## src/rtl/panel_input.sv

```systemverilog
// Front-panel input stage: synchronises and debounces door/start, validates and latches load.
// Optional PANEL_DOOR_LOCK_EN adds a door_lock output that freezes the door debouncer while a cycle is armed or running.

module panel_debounce #(
  parameter int unsigned DB_CYCLES = 4
) (
  input  logic clk,
  input  logic reset,
  input  logic sync_i,
  input  logic hold_i,
  output logic level_o
);

  localparam int unsigned CntW = 8;
  localparam logic [CntW-1:0] DbLimit = CntW'(DB_CYCLES);

  logic [CntW-1:0] cnt_q, cnt_d, cnt_inc;
  logic            level_q, level_d;

  assign cnt_inc = CntW'(cnt_q + CntW'(1));

  // Count consecutive disagreeing samples; toggle once the run reaches the limit.
  always_comb begin
    cnt_d   = cnt_q;
    level_d = level_q;
    if (!hold_i) begin
      if (sync_i == level_q) begin
        cnt_d = '0;
      end else if (cnt_inc == DbLimit) begin
        level_d = ~level_q;
        cnt_d   = '0;
      end else begin
        cnt_d = cnt_inc;
      end
    end
  end

  always_ff @(posedge clk or posedge reset) begin
    if (reset) begin
      cnt_q   <= '0;
      level_q <= 1'b0;
    end else begin
      cnt_q   <= cnt_d;
      level_q <= level_d;
    end
  end

  assign level_o = level_q;

endmodule

module panel_input #(
  parameter int unsigned DB_CYCLES   = 4,
  parameter int unsigned ARM_TIMEOUT = 16
) (
  input  logic       clk,
  input  logic       reset,
  input  logic       door_raw,
  input  logic       start_btn,
  input  logic [1:0] load_sel,
  input  logic       busy,
  output logic       door,
  output logic       start,
  output logic [1:0] load,
  output logic       err
`ifdef PANEL_DOOR_LOCK_EN
  ,
  output logic       door_lock
`endif
);

  localparam int unsigned TimerW = 16;
  localparam int unsigned LoadW  = 2;
  localparam logic [TimerW-1:0] TmoLast = TimerW'(ARM_TIMEOUT - 1);
  localparam logic [TimerW-1:0] TmoMax  = '1;

  typedef enum logic [1:0] {
    ST_IDLE  = 2'd0,
    ST_ARMED = 2'd1,
    ST_RUN   = 2'd2
  } state_e;

  state_e            state_q, state_d;
  logic [1:0]        door_sync_q, start_sync_q;
  logic              db_door, db_start, db_start_q;
  logic              door_hold, press;
  logic              accept, reject, timeout;
  logic [TimerW-1:0] timer_q, timer_d;
  logic              start_q, start_d;
  logic [LoadW-1:0]  load_q, load_d;
  logic              err_q, err_d;
  logic              door_lock_q, door_lock_d;

  always_ff @(posedge clk or posedge reset) begin
    if (reset) begin
      door_sync_q  <= '0;
      start_sync_q <= '0;
    end else begin
      door_sync_q  <= {door_sync_q[0], door_raw};
      start_sync_q <= {start_sync_q[0], start_btn};
    end
  end

`ifdef PANEL_DOOR_LOCK_EN
  assign door_hold = door_lock_q;
`else
  assign door_hold = 1'b0;
`endif

  panel_debounce #(.DB_CYCLES(DB_CYCLES)) u_db_door (
    .clk     (clk),
    .reset   (reset),
    .sync_i  (door_sync_q[1]),
    .hold_i  (door_hold),
    .level_o (db_door)
  );

  panel_debounce #(.DB_CYCLES(DB_CYCLES)) u_db_start (
    .clk     (clk),
    .reset   (reset),
    .sync_i  (start_sync_q[1]),
    .hold_i  (1'b0),
    .level_o (db_start)
  );

  assign press = db_start & ~db_start_q;

  always_ff @(posedge clk or posedge reset) begin
    if (reset) begin
      state_q <= ST_IDLE;
    end else begin
      state_q <= state_d;
    end
  end

  // Next state; in ARMED the priority is busy, then door abort, then timeout.
  always_comb begin
    state_d = state_q;
    accept  = 1'b0;
    reject  = 1'b0;
    timeout = 1'b0;
    case (state_q)
      ST_IDLE: begin
        if (press) begin
          if (!db_door && (load_sel != '0)) begin
            state_d = ST_ARMED;
            accept  = 1'b1;
          end else begin
            reject = 1'b1;
          end
        end
      end
      ST_ARMED: begin
        if (busy) begin
          state_d = ST_RUN;
        end else if (db_door) begin
          state_d = ST_IDLE;
        end else if (timer_q == TmoLast) begin
          state_d = ST_IDLE;
          timeout = 1'b1;
        end
      end
      ST_RUN: begin
        if (!busy) begin
          state_d = ST_IDLE;
        end
      end
      default: state_d = ST_IDLE;
    endcase
  end

  // Outputs are computed from the next state so start and load move on the same edge.
  always_comb begin
    start_d     = (state_d == ST_ARMED);
    load_d      = accept ? load_sel : load_q;
    err_d       = reject | timeout;
    door_lock_d = (state_d != ST_IDLE);
    timer_d     = timer_q;
    if (accept) begin
      timer_d = '0;
    end else if ((state_q == ST_ARMED) && (timer_q != TmoMax)) begin
      timer_d = TimerW'(timer_q + TimerW'(1));
    end
  end

  always_ff @(posedge clk or posedge reset) begin
    if (reset) begin
      db_start_q  <= 1'b0;
      timer_q     <= '0;
      start_q     <= 1'b0;
      load_q      <= '0;
      err_q       <= 1'b0;
      door_lock_q <= 1'b0;
    end else begin
      db_start_q  <= db_start;
      timer_q     <= timer_d;
      start_q     <= start_d;
      load_q      <= load_d;
      err_q       <= err_d;
      door_lock_q <= door_lock_d;
    end
  end

  assign door  = db_door;
  assign start = start_q;
  assign load  = load_q;
  assign err   = err_q;
`ifdef PANEL_DOOR_LOCK_EN
  assign door_lock = door_lock_q;
`endif

endmodule

```

## config.mk

```make
export PLATFORM = sky130hd
export DESIGN_NAME = panel_input
export DESIGN_NICKNAME = d
export VERILOG_FILES = /design/src/rtl/panel_input.sv
export SDC_FILE = /design/constraint.sdc
export NUM_CORES = 1
export LEC_CHECK = 0
export CORE_MARGIN = 5
export CORE_UTILIZATION = 58
export CTS_CLUSTER_DIAMETER = 30
export DETAILED_ROUTE_END_ITERATION = 16
export HOLD_SLACK_MARGIN = 0.15
export PLACE_DENSITY = 0.78
export SETUP_SLACK_MARGIN = 0.3
export SKIP_LAST_GASP = 1
export SYNTH_ARGS = -nofsm -noshare
export SYNTH_HDL_FRONTEND = slang
export SYNTH_SLANG_ARGS = --single-unit
```

## constraint.sdc

```tcl
create_clock -name clk -period 2 [get_ports clk]
set_input_delay 0.4 -clock clk [delete_from_list [all_inputs] [get_ports clk]]
set_output_delay 0.4 -clock clk [all_outputs]
set_load 0.005 [all_outputs]
```

# After elaboration in Yosys (flattened, before gate mapping)
# Index checks and enable logic that the tools add are counted.
# W data, S select, Z words.
# classes
addsub,3
n_eq_ne,9
muxes,23
n_bitwise,7
n_reduce_logical,8
# ops
cell,n
$mux W16,2
$mux W8,4
$add A16 B1 Y16 const B,1
$add A8 B1 Y8 const B,2
$eq A16 B4 Y1 const B,1
$eq A8 B3 Y1 const B,2
$ne A16 B16 Y1 const B,1
$mux W2,6
$mux W1,10
$pmux W2 S3,1
$not A1 Y1,5
$eq A2 B1 Y1 const B,2
$reduce_and A2 Y1,2
$reduce_bool A2 Y1,2
$eq A1 B1 Y1,2
$eq A2 B2 Y1 const B,1
$logic_and A1 B1 Y1,2
$logic_not A2 Y1,1
$and A1 B1 Y1,1
$logic_not A1 Y1,1
$or A1 B1 Y1,1
# totals
regBits,45
input_bits,7
elab_cells,62

# Longest topological paths before layout
# logic_depth
word_depth,6
ltp_mapped,6
ltp_nobuf,6

# Cells and area by module
# Synthesis repeated with hierarchy kept, for this count alone.
# unflattened
hier_cells,271
area_unflattened_um2,2576.2
# by_module_without_submodules
mod,instances,cells_per_inst,area_per_inst_um2,seq_area_each_um2
panel_input,1,137,1362.6,675.6
panel_debounce,2,67,606.8,225.2

# Worst setup path before layout
# Ideal clock, no wire load.
# synth_path
kind,register -> register
startpoint,register timer_q[0]
endpoint,register timer_q[14]
setup_ns,0.119
t_arrival_ns,1.630
t_required_ns,1.881
path_slack_ns,0.251
stages_incl_launch_ff,7
cell_sequence,dfrtp_1 ha_1 nand3_1 or4_4 nor4_4 xnor2_1 nor2_2
# synth_between
elab_chain_len,3
word_cells_on_any_way,6
# synth_rtl
item,line_no,rtl
"start, declared",88,"logic [TimerW-1:0] timer_q, timer_d;"
"start signal, assigned",196,timer_q <= timer_d;
$add A16 B1 Y16 or $ne A16 B16 Y1 (tied branches),"182, 181",
$mux W16 or $logic_and A1 B1 Y1 (tied branches),181,end else if ((state_q == ST_ARMED) && (timer_q != TmoMax)) begin
$mux W16 or $reduce_bool A2 Y1 (tied branches),-,
# Parallel ways exist; a longest one is shown, timed or not. The select of a mux whose other input is x is not followed.
# A chain may end at the register's enable or synchronous reset.

# Worst setup path after layout
# layout_path
startpoint,register state_q[1]
endpoint,register timer_q[12]
# layout_between
elab_chain_len,3
word_cells_on_any_way,6
# layout_rtl
item,line_no,rtl
"start, declared",83,"state_e state_q, state_d;"
"start signal, assigned",132,state_q <= state_d;
$logic_not A2 Y1 or $eq A2 B1 Y1 (tied branches),"142, 181",
$mux W1 or $logic_and A1 B1 Y1 (tied branches),"142, 181",
$mux W16 or $reduce_bool A2 Y1 (tied branches),-,
# Parallel ways exist; a longest one is shown, timed or not.

==> results.yml <==
final_layout:
  drive_above_1_share: 0.194
  area_delta_synth_final_pct: 20.1
  fill_cells: 271
  multi_input_area_mm2: 0.00104
  diodes: 0
  seq_area_mm2: 0.00113
  layout.nets: 246
  utilization: 0.710
floorplanning:
  pin_count: 12
  die_area_mm2: 0.00499
  core_mm2: 0.00361
  start_util: 0.591
  rows: 22
  die_height_um: 70.6
  die_w_um: 70.6
logic_synthesis:
  synth.area.top_cells: "dfrtp_1 53%, nor2_1 4.8%, nand2_1 4.4%"
  synthTopCellsByCount: "45 x dfrtp_1, 27 x nor2_1, 25 x nand2_1"
  syn_avg_cell_area_um2: 10.3
  synth_edf_count: 0
  synth_top_cell_by_area: "dfrtp_1"
  synth.most_common_cell: "dfrtp_1"
  synth_area_mm2: 0.00213
  async_flop_share: 1.00
  synthFlopType: "dfrtp_1"
  synthCells: 206
  yosysWarnings: 0
  synth_top_area_frac: 0.528
  synthDistinctLibCells: 38
  syn_nets: 216
  ys_seq_elements: 45
  yosysSeqAreaShare: 0.528
worst_setup_path:
  crit_chain: "nand3b_1, or4_4, nor3_4, xnor2_1, nor2_1"
  arrival_ps: 1930
  crit_required_ps: 2190
  worstPathMaxFanout: 5
  cpPeakStageDelay_ps: 590
  crit_type: "reg -> reg"
  slowest_stage: "or4_4"
  critPathLaunchType: "register"
  rrSetupSlack_ps: 260
  cp-end-kind: "register"
clock_network:
  clk_pin_slew_ps: 90
  clkLatencyLatePin_ps: 290
  h-tree-depth: 2
  cts_hold_buf: 0
  cts_tree: "yes"
  root_buffer: "clkbuf_8"
  clock_path_buffers: 2
  cts_buffers: 5
  clock_sinks: 45
sta:
  fin_tns_setup_ps: 0
  hold_viol: 0
  maxSlewViolCount: 0
  worst_pin_slew_ps: 656
  clock.fmax_mhz: 575
  layout_min_cycle_time_ps: 1740
  slew_headroom: 0.559
  skew_ps: 12.6
  rsz0062_at_grt: "true"
  fin_crit_sh: 0.870
  setup_viol: 0
global_route:
  grt_pass1_wl_um: 7160
  grt-ovfl-total: 0
  grt_max_degree: 46
  grt_pass1_vias: 1656
  grt_usage: 0.179
  antenna_found_initial: 0
pwr:
  pwr-share-seq: 0.505
  p_int_w: 0.00181
  combPwrFrac: 0.304
  powerDensity_mw_per_mm2: 1090
  leakage_nw: 1.15
  peakVddDrop_mv: 0.551
  power_frac_clock: 0.191
  switchingPower_w: 0.000991
  p_sw_frac: 0.354
outcome:
  status: "finished, final reports clean"
place:
  hpwlAfterDp_um: 2800
  place.gp.congestion: 0.815
  port_buffers: 11
job:
  cap_violations: 0
detailed_routing:
  wl_met3_um: 125
  highest_layer: "met4"
  drt_iter0_drc: 116
  num_vias: 1622
  ant_nets: 0
  routed_wl_um: 4190
  drc: 0
  wl_met1_um: 1710
  wl_per_cell_um: 14.7
  vias_per_cell: 5.69
  drt_pass1_iterations: 4
  met2_wirelength_um: 2260
worst_hold_path:
  hold_path_class: "reg -> reg"
==> critical path, delay by kind of cell (launching register included) <==
kind             cells  cell delay (ps)
XOR/XNOR             1              130
flip-flops           1              440
AND/OR/NAND/NOR      4             1070
==> power by group through the flow <==
stage / Clock (W) / Combinational [W] / Sequential (W)
floorplan: 0 / 0.000505 / 0.00134
global placement: 0 / 0.000715 / 0.00138
detailed placement: 0 / 0.000733 / 0.00141
CTS: 0.000552 / 0.000787 / 0.00140
global route: 0.000609 / 0.000952 / 0.00145
finish: 0.000536 / 0.000851 / 0.00142
==> state kept, by name, summed over array words and instances (netlist names) <==
name                flops
db_start_q              1
door_sync_q             2
err                     1
load                    2
start                   1
start_sync_q            2
state_q                 2
timer_q                16
u_db_door.cnt_q         8
u_db_door.level_o       1
u_db_start.cnt_q        8
u_db_start.level_o      1
==> layer usage <==
metal  up-vias  global-route usage
met4         0              0.0626
met3        15              0.0412
met2        41               0.330
li1        778                   -
met5         -                   0
met1       788               0.202
==> cells in the final DEF, fill, tap and decap left out, drive strengths merged <==
cell type / netlist / layout
nand3b: 1 / 1
nand3: 15 / 15
inv: 4 / 4
nor4: 8 / 8
o41ai: 1 / 1
clkinv: 0 / 2
nand2: 25 / 25
nand2b: 4 / 4
o21ai: 4 / 4
nor2b: 3 / 3
xor2: 10 / 10
a211oi: 2 / 2
o21bai: 1 / 1
mux2i: 5 / 5
clkbuf: 1 / 5
or2: 1 / 1
xnor2: 10 / 10
a31o: 1 / 1
nor2: 28 / 28
a21boi: 1 / 1
clkinvlp: 0 / 1
a41oi: 1 / 1
clkdlybuf4s50: 0 / 11
nor3: 7 / 7
and3: 7 / 7
buf: 2 / 15
dfrtp: 45 / 45
a21oi: 5 / 5
ha: 3 / 3
or4: 3 / 3
mux2: 2 / 2
nand4: 4 / 4
nor4b: 2 / 2
==> cell type report <==
class                      count  area share
clock buffer                   5      0.0269
clock inverter                 3     0.00684
inverter                       4     0.00587
multi-input combinational    154       0.407
sequential                    45       0.442
tap                           48      0.0235
timing repair buffer          26      0.0885
==> path summary, 6_finish.rpt <==
| check | startpoint | to | cells past startpoint |
|---|---|---|---|
| worst min-delay path | start_sync_q[0]$_DFF_PP0_ | start_sync_q[1]$_DFF_PP0_ | 0 |
| min in group asynchronous | reset | u_db_door.cnt_q[6]$_DFF_PP0_ | 3 |
| max in group asynchronous | reset | timer_q[4]$_DFFE_PP0P_ | 3 |
| worst max-delay path | state_q[1]$_DFF_PP0_ | timer_q[12]$_DFFE_PP0P_ | 5 |
| worst max register to register | state_q[1]$_DFF_PP0_ | timer_q[12]$_DFFE_PP0P_ | 5 |
| worst min register to register | start_sync_q[0]$_DFF_PP0_ | start_sync_q[1]$_DFF_PP0_ | 0 |
==> cells by family (layout without fill, tap and decap cells) <==
group	Yosys count	in the layout	share of synthesized area
AND/OR/NAND/NOR	108	108	0.276
buffers and inverters	7	38	0.0147
AO/OA/AOI/OAI	16	16	0.0475
flip-flops	45	45	0.528
multiplexers	7	7	0.0340
XOR/XNOR	20	20	0.0822
adder cells (fa/ha/maj)	3	3	0.0176
==> what timing repair did <==
action / in CTS / in global routing
endpoints found under the setup margin: 7 / 16
buffers inserted: 4 / 7
gates resized for setup: 7 / 10
pin swaps: 5 / 5
==> metrics by stage <==
step	instances	setup slack, ps	instance area (µm²)	total power [W]	hold slack [ps]
global route	285	192	2560	0.00301	354
global placement	266	290	2320	0.00210	332
detailed placement	266	202	2320	0.00214	342
finish	285	260	2560	0.00280	348
CTS	278	262	2470	0.00274	352
floorplan	206	353	2130	0.00185	331
Power figures use the tool's default switching activity.
